$ cat src/rtl/piso_pkg.sv
// piso_pkg: shared types and helpers for the parallel-in serial-out transmitter.
//   state_e : transmitter state (IDLE, SHIFT)
//   cnt_w() : width of the bits-remaining counter for a given word width
package piso_pkg;

    typedef enum logic {
        IDLE  = 1'b0,
        SHIFT = 1'b1
    } state_e;

    // Counter holds 0..WIDTH-1, so clog2(WIDTH) bits suffice (WIDTH >= 2).
    function automatic int unsigned cnt_w(input int unsigned width);
        return $clog2(width);
    endfunction

endpackage : piso_pkg

$ cat src/rtl/piso_tx_if.sv
// piso_tx_if: load handshake and serial output bundle of piso_tx.
//   din         : parallel word to transmit
//   load_valid  : din is valid this cycle
//   load_ready  : transmitter accepts din at the next rising edge
//   sout        : serial data bit
//   sout_valid  : sout carries a valid data bit
//   frame_start : first bit of a word is on sout
//   frame_done  : last bit of a word is on sout
//   busy        : transmitter is shifting
// master = word source / serial sink, slave = transmitter.
interface piso_tx_if #(
    parameter int unsigned WIDTH = 4
);

    logic [WIDTH-1:0] din;
    logic             load_valid;
    logic             load_ready;
    logic             sout;
    logic             sout_valid;
    logic             frame_start;
    logic             frame_done;
    logic             busy;

    modport master (
        output din,
        output load_valid,
        input  load_ready,
        input  sout,
        input  sout_valid,
        input  frame_start,
        input  frame_done,
        input  busy
    );

    modport slave (
        input  din,
        input  load_valid,
        output load_ready,
        output sout,
        output sout_valid,
        output frame_start,
        output frame_done,
        output busy
    );

endinterface : piso_tx_if

$ cat src/rtl/piso_tx.sv
// piso_tx: parallel-in serial-out transmitter.
// Accepts a WIDTH-bit word on a valid/ready handshake and shifts it out one
// bit per clock, qualified by sout_valid with frame_start/frame_done markers.
// A new word may be accepted during the last bit of the current one, giving
// gapless back-to-back frames.
//   clk : rising-edge clock
//   rst : asynchronous active-low reset
//   bus : piso_tx_if slave modport (load handshake + serial outputs)
// Parameters:
//   WIDTH     : word width in bits (>= 2)
//   MSB_FIRST : 1 = din[WIDTH-1] first, 0 = din[0] first
module piso_tx
    import piso_pkg::*;
#(
    parameter int unsigned WIDTH     = 4,
    parameter bit          MSB_FIRST = 1'b1
) (
    input  logic       clk,
    input  logic       rst,
    piso_tx_if.slave   bus
);

    localparam int unsigned      CNT_W    = cnt_w(WIDTH);
    localparam logic [CNT_W-1:0] CNT_LAST = CNT_W'(WIDTH - 1);

    state_e           state_q, state_d;
    logic [WIDTH-1:0] shreg_q, shreg_d;
    logic [CNT_W-1:0] cnt_q,   cnt_d;

    logic ready;
    logic accept;
    logic sout_w;
    logic sout_valid_w;
    logic frame_start_w;
    logic frame_done_w;
    logic busy_w;

    // State, shift register and bits-remaining counter.
    always_ff @(posedge clk or negedge rst) begin
        if (!rst) begin
            state_q <= IDLE;
            shreg_q <= '0;
            cnt_q   <= '0;
        end else begin
            state_q <= state_d;
            shreg_q <= shreg_d;
            cnt_q   <= cnt_d;
        end
    end

    // Next-state, handshake and output decode.
    always_comb begin
        state_d       = state_q;
        shreg_d       = shreg_q;
        cnt_d         = cnt_q;
        sout_w        = 1'b0;
        sout_valid_w  = 1'b0;
        frame_start_w = 1'b0;
        frame_done_w  = 1'b0;
        busy_w        = 1'b0;

        // Ready while idle, or on the last bit so the next word follows with no gap.
        ready  = (state_q == IDLE) || (cnt_q == '0);
        accept = bus.load_valid && ready;

        unique case (state_q)
            IDLE: begin
                if (accept) begin
                    state_d = SHIFT;
                    shreg_d = bus.din;
                    cnt_d   = CNT_LAST;
                end
            end
            SHIFT: begin
                sout_w        = MSB_FIRST ? shreg_q[WIDTH-1] : shreg_q[0];
                sout_valid_w  = 1'b1;
                busy_w        = 1'b1;
                frame_start_w = (cnt_q == CNT_LAST);
                frame_done_w  = (cnt_q == '0);

                if (cnt_q != '0) begin
                    // Move the next bit to the output end, zero-filling behind it.
                    shreg_d = MSB_FIRST ? {shreg_q[WIDTH-2:0], 1'b0}
                                        : {1'b0, shreg_q[WIDTH-1:1]};
                    cnt_d   = cnt_q - CNT_W'(1);
                end else if (accept) begin
                    shreg_d = bus.din;
                    cnt_d   = CNT_LAST;
                end else begin
                    state_d = IDLE;
                    shreg_d = '0;
                end
            end
        endcase
    end

    assign bus.load_ready  = ready;
    assign bus.sout        = sout_w;
    assign bus.sout_valid  = sout_valid_w;
    assign bus.frame_start = frame_start_w;
    assign bus.frame_done  = frame_done_w;
    assign bus.busy        = busy_w;

endmodule : piso_tx

$ cat src/flat_wrapper.sv
// flat-port wrapper written by rule: the top's interface ports become plain ports
module piso_tx_flat import piso_pkg::*;
#(
    parameter int unsigned WIDTH     = 4,
    parameter bit          MSB_FIRST = 1'b1
)
  (clk, rst, bus_din, bus_load_valid, bus_load_ready, bus_sout, bus_sout_valid, bus_frame_start, bus_frame_done, bus_busy);
  piso_tx_if #(.WIDTH(WIDTH)) bus_i ();
  input  logic clk;
  input  logic rst;
  input wire logic [$bits(bus_i.din)-1:0] bus_din;
  input wire logic [$bits(bus_i.load_valid)-1:0] bus_load_valid;
  output wire logic [$bits(bus_i.load_ready)-1:0] bus_load_ready;
  output wire logic [$bits(bus_i.sout)-1:0] bus_sout;
  output wire logic [$bits(bus_i.sout_valid)-1:0] bus_sout_valid;
  output wire logic [$bits(bus_i.frame_start)-1:0] bus_frame_start;
  output wire logic [$bits(bus_i.frame_done)-1:0] bus_frame_done;
  output wire logic [$bits(bus_i.busy)-1:0] bus_busy;
  assign bus_i.din = bus_din;
  assign bus_i.load_valid = bus_load_valid;
  assign bus_load_ready = bus_i.load_ready;
  assign bus_sout = bus_i.sout;
  assign bus_sout_valid = bus_i.sout_valid;
  assign bus_frame_start = bus_i.frame_start;
  assign bus_frame_done = bus_i.frame_done;
  assign bus_busy = bus_i.busy;
  piso_tx #(.WIDTH(WIDTH), .MSB_FIRST(MSB_FIRST)) u_core (.clk(clk), .rst(rst), .bus(bus_i));
endmodule
$ cat config.mk
export PLATFORM = sky130hd
export DESIGN_NAME = piso_tx_flat
export DESIGN_NICKNAME = d
export VERILOG_FILES = /design/src/rtl/piso_pkg.sv /design/src/rtl/piso_tx_if.sv /design/src/rtl/piso_tx.sv /design/src/flat_wrapper.sv
export SDC_FILE = /design/constraint.sdc
export NUM_CORES = 1
export LEC_CHECK = 0
export CORE_AREA = 2 2 39 41
export DETAILED_ROUTE_END_ITERATION = 12
export DIE_AREA = 0 0 41 43
export DONT_BUFFER_PORTS = 1
export HOLD_SLACK_MARGIN = 0.12
export PLACE_DENSITY = 0.42
export SETUP_SLACK_MARGIN = 0.15
export SLEW_MARGIN = 25
export SYNTH_ARGS = -nofsm -noshare
export SYNTH_HDL_FRONTEND = slang
export SYNTH_SLANG_ARGS = --single-unit
$ cat constraint.sdc
create_clock -name clk -period 3 [get_ports clk]
set_clock_uncertainty 0.15 [all_clocks]
set_input_delay 0.9 -clock clk [delete_from_list [all_inputs] [get_ports clk]]
set_output_delay 0.9 -clock clk [all_outputs]
set_load 0.01 [all_outputs]
==> flow_summary.yaml, run 1 <==
status:
  status: "finished clean"
floorplanning:
  ios: 13
  core_sq_um: 1380
  rows: 14
  dieWidth_um: 41
  initial_core_util_pct: 27.0
  die_area_sq_um: 1760
  die_h_um: 43
sta:
  fin_tns_setup_ns: 0
  drv_slew: 0
  fmax_mhz: 413
  period_share_pct: 80.8
  rsz0062_at_grt: "no"
  finalSetupViolations: 0
  whs_ns: 0.197
  relSlewSlack_pct: 61.1
  worst_pin_slew_ns: 0.584
  fin_crit_ns: 2.42
  hold_viol: 0
pwr:
  design_power_total_uw: 411
  vdd_drop_max_mv: 0.270
  p_per_area_nw_per_um2: 1070
  p_leak_uw: 0.000172
logic_synthesis:
  synth-seq-area-share_pct: 46.8
  netlist_area_sq_um: 374
  synth_xor_area_share_pct: 2.34
  synthAdderAreaFrac_pct: 0
  synth-seq-cells: 7
  muxShareOfSynthArea_pct: 0
  yosys_warnings: 0
  synth_compound_area_share_pct: 25.8
  syn_nets: 40
  synth_simple_gate_area_share_pct: 15.4
  syn_avg_cell_area_sq_um: 11.3
  synth_cells: 33
  synth_top_family_by_area: "compound AO/OA/AOI/OAI gates"
  yosysUniqueCellTypes: 16
clocking:
  cts.path.max_buffers: 2
  cts.repair.resized: 0
  insertion_delay_ns: 0.24
  cts_buffers: 3
  clock_sinks: 7
  cts_hold_buf: 0
  path_clk_slew_ns: 0.05
  post_cts_buffers: 0
  h-tree-depth: 1
  tritoncts: "done"
  root_buffer: "clkbuf_4"
routing:
  first_iter_violations: 2
  route.detailed.drc: 0
  num_vias: 246
  firstDrtPassIters: 4
  antenna_left: 0
  totalWireLength_um: 707
  detail_route.wl_per_cell_um: 14.7
  vias_per_cell: 5.13
layout:
  design_area_sq_um: 384
  final_cell_mix: "7 x dfrtp_1, 4 x nor3b_1, 3 x o211a_1, 3 x a311o_1, 3 x clkbuf_4"
  finalNetCount: 40
  area_growth_pct: 2.68
  antenna_cells: 0
  drive_above_1_share_pct: 15.6
  layout_commonest_cell: "dfrtp_1"
placement:
  gp_congestion: 0.658
  portBuffers: 0
  placedInstanceArea_sq_um: 358
setup_path:
  crit_slowest_cell: "dfrtp_1"
  crit_fanout: 16
  crit_buf_inv: 0
  crit_chain: "nor3b_1"
  r2r_start: "u_core.state_q"
  reg2reg_depth: 2
  startpoint_type: "register"
  cp_top_family: "flip-flops"
  worstPathRequired_ns: 1.95
  worstSetupEndpointType: "primary output"
  path_class: "register to primary output"
  arrival_ns: 1.37
  reg2reg_slack_ns: 1.37
  rr_endpoint: "u_core.shreg_q[3]"
  cpPeakStageDelay_ns: 0.71
global_routing:
  grt_max_degree: 17
  track_usage_pct: 9.62
  grt_pass1_vias: 242
  antenna_found_initial: 0
  grt-ovfl-total: 0
  grt_pass1_wl_um: 1070
flow_run:
  maxCapViolCount: 0
min_path:
  hp-class: "input pin to asynchronous set/reset pin"
[routing by layer]
metal	part of all wire, %	routed length, um	up-vias	global-route usage, %
li1	-	-	121	-
met1	42	300	115	10.2
met2	49	349	10	14.1
met3	8.2	58	0	5.24
met4	0	0	0	6.00
met5	0	0	-	0
[area by class of cell]
class	instances	area, sq um
Clock buffer	4	26.3
Fill cell	156	1000
Multi-Input combinational cell	21	163
Sequential cell	7	175
Tap cell	16	20.0
[worst max path at each step]
stage	start	to	slack, ns	cells after the start
2_1_floorplan	u_core.state_q	bus_frame_done	0.94	2
3_3_place_gp	u_core.state_q	bus_frame_done	0.84	1
3_5_place_dp	u_core.state_q	bus_frame_done	0.83	1
4_1_cts	u_core.state_q	bus_frame_done	0.55	1
5_1_grt	u_core.state_q	bus_frame_done	0.46	1
6_report	u_core.state_q	bus_frame_done	0.58	1
[cells in the mapped netlist]
library cell / instances / area (sq um)
a211oi_1: 1 / 7.51
a21oi_1: 2 / 10.0
a311o_1: 3 / 30.0
a32o_1: 1 / 10.0
and2_1: 1 / 6.26
and3_2: 1 / 7.51
buf_2: 2 / 10.0
buf_4: 2 / 15.0
buf_6: 1 / 11.3
dfrtp_1: 7 / 175
nand2b_1: 1 / 6.26
nor2_1: 2 / 7.51
nor3b_1: 4 / 30.0
o211a_1: 3 / 30.0
o21ai_2: 1 / 8.76
xor2_1: 1 / 8.76
[metrics by stage]
stage | setup slack (ns) | util, % | instances
2_1_floorplan | 0.944 | - | 33
3_3_place_gp | 0.838 | 25.9 | 44
3_5_place_dp | 0.832 | 25.9 | 44
4_1_cts | 0.549 | 27.8 | 48
5_1_grt | 0.460 | 27.8 | 48
6_report | 0.576 | 27.8 | 48
[cell families (layout without fill, tap and decap cells)]
family,count (synthesis),after routing
compound gates,11,11
flops,7,7
buf+inv,5,4
simple gates,9,9
xor+xnor,1,1
[state kept, by name, summed over array words and instances (netlist names)]
signal,count
u_core.state_q,1
u_core.shreg_q,4
u_core.cnt_q,2
[where the power goes]
group          switching (uW)  internal (uW)
clock network            32.7           50.6
registers                73.6            132
logic                    58.7           63.2
No activity file was read; power rests on OpenSTA's default activity.
==> run 2, diff against run 1 <==
==> constraint.sdc (replaced) <==
create_clock -name clk -period 2.4 [get_ports clk]
set_clock_uncertainty 0.15 [all_clocks]
set_input_delay 0.72 -clock clk [delete_from_list [all_inputs] [get_ports clk]]
set_output_delay 0.72 -clock clk [all_outputs]
set_load 0.01 [all_outputs]
==> flow_summary.yaml, run 2 (same netlist as run 1, synthesis figures left out) <==
status:
  status: "finished clean"
layout:
  design_area_sq_um: 409
  area_growth_pct: 9.36
  largest_reg_flops: 4
  fin_cells: 51
  reg.largest.list: "u_core.shreg_q (4), u_core.cnt_q (2), u_core.state_q (1)"
  final_cell_mix: "7 x dfrtp_1, 4 x nor3b_1, 3 x o211a_1, 3 x a311o_1, 3 x clkbuf_4"
  finalNetCount: 43
  regMostFlops: "u_core.shreg_q"
  drive_above_1_share_pct: 20.0
  antenna_cells: 0
  fin_util_pct: 29.6
  layout_commonest_cell: "dfrtp_1"
sta:
  fin_crit_ns: 2.01
  drv_slew: 0
  whs_ns: 0.342
  relSlewSlack_pct: 73.8
  fin_tns_setup_ns: 0
  worst_pin_slew_ns: 0.392
  hold_viol: 0
  period_share_pct: 83.7
  rsz0062_at_grt: "no"
  fmax_mhz: 498
  finalSetupViolations: 0
routing:
  vias_per_cell: 5.14
  first_iter_violations: 4
  totalWireLength_um: 685
  route.detailed.drc: 0
  num_vias: 262
  antenna_left: 0
  firstDrtPassIters: 2
  detail_route.wl_per_cell_um: 13.4
placement:
  portBuffers: 0
  gp_congestion: 0.686
  placedInstanceArea_sq_um: 373
  dp.cells: 46
pwr:
  p_per_area_nw_per_um2: 1300
  vdd_drop_max_mv: 0.491
  p_leak_uw: 0.000185
setup_path:
  r2r_start: "u_core.cnt_q[0]"
  critical_path_depth: 1
  crit_fanout: 9
  cp_top_family: "flip-flops"
  crit_slowest_cell: "dfrtp_1"
  startpoint_type: "register"
  crit_chain: "nor3b_1"
  reg2reg_slack_ns: 1.05
  cp-startpoint: "u_core.cnt_q[0]"
  worstPathRequired_ns: 1.53
  worstSetupEndpointType: "primary output"
  path_class: "register to primary output"
  cpPeakStageDelay_ns: 0.48
  arrival_ns: 1.14
  endpoint: "bus_frame_done"
  rr_endpoint: "u_core.shreg_q[1]"
  crit_buf_inv: 0
  reg2reg_depth: 2
clocking:
  post_cts_buffers: 0
  cts_buffers: 3
  path_clk_slew_ns: 0.05
  tritoncts: "done"
  clock_sinks: 7
  insertion_delay_ns: 0.25
  cts.repair.resized: 0
  root_buffer: "clkbuf_4"
  cts.path.max_buffers: 2
  h-tree-depth: 1
flow_run:
  maxCapViolCount: 0
floorplanning:
  dieWidth_um: 41
  die_area_sq_um: 1760
  core_sq_um: 1380
  rows: 14
  initial_core_util_pct: 27.0
  die_h_um: 43
  ios: 13
global_routing:
  grt_pass1_vias: 264
  grt_pass1_wl_um: 1180
  antenna_found_initial: 0
  grt_max_degree: 12
  grt-ovfl-total: 0
  track_usage_pct: 10.5
min_path:
  hp-class: "register to register"
[run 2: cell type report]
type / instances / area, sq um
Clock buffer: 4 / 26.3
Timing Repair Buffer: 3 / 25.0
Sequential cell: 7 / 175
Multi-Input combinational cell: 21 / 163
Fill cell: 144 / 975
Tap cell: 16 / 20.0
[run 2: report_power, final]
part	internal (uW)	switching [uW]	total [uW]
sequential	166	59.5	225
combinational	95.1	106	201
clock	63.3	41.8	105
[run 2: worst min-delay path by stage]
stage / startpoint / to / slack [ns] / cells after the start
2_1_floorplan: rst / u_core.cnt_q[0] / 0.27 / 0
3_3_place_gp: rst / u_core.shreg_q[2] / 0.27 / 0
3_5_place_dp: rst / u_core.shreg_q[2] / 0.27 / 0
4_1_cts: u_core.shreg_q[0] / u_core.shreg_q[0] / 0.35 / 1
5_1_grt: u_core.shreg_q[0] / u_core.shreg_q[0] / 0.39 / 1
6_report: u_core.shreg_q[0] / u_core.shreg_q[0] / 0.34 / 1
[run 2: per-layer routing]
| metal | vias to the layer above | wire (um) | share of wire, % | track usage [%] |
|---|---|---|---|---|
| met5 | - | 0 | 0 | 0 |
| met4 | 0 | 10 | 1.5 | 8.00 |
| met3 | 2 | 74 | 11 | 4.19 |
| met2 | 10 | 305 | 45 | 13.8 |
| met1 | 122 | 294 | 43 | 13.2 |
| li1 | 128 | - | - | - |
[run 2: repair_timing]
action	CTS	global route
setup endpoints to repair	0	0
endpoints found under the hold margin	7	0
hold buffers	1	0
[run 2: stage by stage]
step                total power (uW)  setup WS, ns
global route                     585         0.328
detailed placement               433         0.653
CTS                              544         0.375
global placement                 427         0.648
floorplan                        419         0.524
finish                           532         0.391
==> run 3, diff against run 2 <==
--- a/config.mk
+++ b/config.mk
@@ -10,7 +10,7 @@
 export DIE_AREA = 0 0 41 43
 export DONT_BUFFER_PORTS = 1
 export HOLD_SLACK_MARGIN = 0.12
-export PLACE_DENSITY = 0.42
+export PLACE_DENSITY = 0.43
 export SETUP_SLACK_MARGIN = 0.15
 export SLEW_MARGIN = 25
 export SYNTH_ARGS = -nofsm -noshare
==> constraint.sdc (replaced) <==
create_clock -name clk -period 1.7 [get_ports clk]
set_clock_uncertainty 0.15 [all_clocks]
set_input_delay 0.51 -clock clk [delete_from_list [all_inputs] [get_ports clk]]
set_output_delay 0.51 -clock clk [all_outputs]
set_load 0.01 [all_outputs]
==> flow_summary.yaml, run 3 (same netlist as run 1, synthesis figures left out) <==
setup_path:
  r2r_start: "u_core.cnt_q[0]"
  reg2reg_slack_ns: 0.29
  worstPathRequired_ns: 1.04
  crit_buf_inv: 0
  arrival_ns: 0.97
  worstSetupEndpointType: "primary output"
  cpPeakStageDelay_ns: 0.45
  startpoint_type: "register"
  cp_top_family: "flip-flops"
  crit_slowest_cell: "dfrtp_2"
  crit_chain: "o21ai_4"
  rr_endpoint: "u_core.shreg_q[1]"
  crit_fanout: 6
  path_class: "register to primary output"
  reg2reg_depth: 3
sta:
  hold_viol: 0
  fmax_mhz: 615
  drv_slew: 0
  fin_ws_ns: 0.0734
  whs_ns: 0.214
  fin_crit_ns: 1.63
  worst_pin_slew_ns: 0.347
  rsz0062_at_grt: "yes"
  period_share_pct: 95.7
  relSlewSlack_pct: 76.8
  finalSetupViolations: 0
  fin_tns_setup_ns: 0
clocking:
  insertion_delay_ns: 0.25
  cts.path.max_buffers: 2
  cts_buffers: 3
  path_clk_slew_ns: 0.06
  root_buffer: "clkbuf_4"
  h-tree-depth: 1
  tritoncts: "done"
  clock_sinks: 7
global_routing:
  grt-ovfl-total: 0
  grt_pass1_wl_um: 1280
  grt_max_degree: 12
  antenna_found_initial: 0
  track_usage_pct: 11.5
  grt_pass1_vias: 279
layout:
  antenna_cells: 0
  fillers: 151
  multi_input_area_sq_um: 184
  finalNetCount: 45
  largest_reg_flops: 4
  drive_above_1_share_pct: 37.8
  area_growth_pct: 21.1
  regMostFlops: "u_core.shreg_q"
  fin_util_pct: 32.7
  design_area_sq_um: 453
  register_area_sq_um: 179
  reg.largest.list: "u_core.shreg_q (4), u_core.cnt_q (2), u_core.state_q (1)"
  layout_commonest_cell: "dfrtp_1"
floorplanning:
  core_sq_um: 1380
  die_h_um: 43
  ios: 13
  dieWidth_um: 41
  initial_core_util_pct: 27.0
  rows: 14
  die_area_sq_um: 1760
pwr:
  p_leak_uw: 0.000201
  power.switching_uw: 341
  pwr-share-comb_pct: 44.4
  p_clk_share_pct: 17.8
  seqPwrFrac_pct: 37.8
  sw_frac_of_total_pct: 39.1
  vdd_drop_max_mv: 0.544
  p_per_area_nw_per_um2: 1930
  power.internal_uw: 532
routing:
  totalWireLength_um: 784
  antenna_left: 0
  vias_per_cell: 5.26
  route.detailed.drc: 0
  num_vias: 279
  firstDrtPassIters: 3
  first_iter_violations: 5
  detail_route.wl_per_cell_um: 14.8
flow_run:
  maxCapViolCount: 0
status:
  status: "finished clean"
placement:
  portBuffers: 0
  dpl.hpwl_um: 504
  placedInstanceArea_sq_um: 372
  gp_congestion: 0.706
  place_ws_ns: 0.199
min_path:
  min_from: "bus_load_valid"
  hold_end: "u_core.state_q"
  hp-class: "input pin to register"
  hold_depth: 1
## run 3: final cells by class
| class | count | area share (%) |
|---|---|---|
| tap | 16 | 4.42 |
| sequential | 7 | 39.5 |
| multi-input combinational | 21 | 40.6 |
| clock buffer | 4 | 5.80 |
| timing repair buffer | 5 | 9.67 |
## run 3: timing repair
item	4_1_cts	5_1_grt
setup endpoints to repair	6	6
gates resized for setup	6	0
setup buffers	3	0
hold buffers	1	0
endpoints found under the hold margin	7	0
pin swaps	1	0
## run 3: layer usage
layer,global-route usage (%),routed length [um],vias up
met5,0,0,-
met4,8.00,0,0
met3,6.28,62,0
met2,14.1,364,9
met1,14.7,358,137
li1,-,-,133
## run 3: how the worst max path moves through the flow
stage,start,end,slack (ns),depth (start not counted)
finish,u_core.cnt_q[1],bus_load_ready,0.07,1
global route,u_core.cnt_q[1],bus_load_ready,0.02,1
CTS,u_core.cnt_q[1],bus_load_ready,0.06,1
detailed placement,u_core.cnt_q[0],bus_load_ready,0.20,1
global placement,u_core.cnt_q[0],bus_load_ready,0.23,1
floorplan,u_core.state_q,bus_frame_done,0.20,2
## run 3: metrics by stage
| stage | power (uW) | std cells |
|---|---|---|
| after detailed placement | 605 | 45 |
| after CTS | 881 | 53 |
| final | 873 | 53 |
| after global routing | 943 | 53 |
| after floorplan | 602 | 33 |
| after global placement | 591 | 45 |
## run 3: power groups by stage
stage,sequential (uW),clock (uW),combinational (uW)
final,330,155,388
after global routing,339,176,428
after CTS,330,160,390
after detailed placement,354,0,252
after global placement,345,0,246
after floorplan,274,0,328
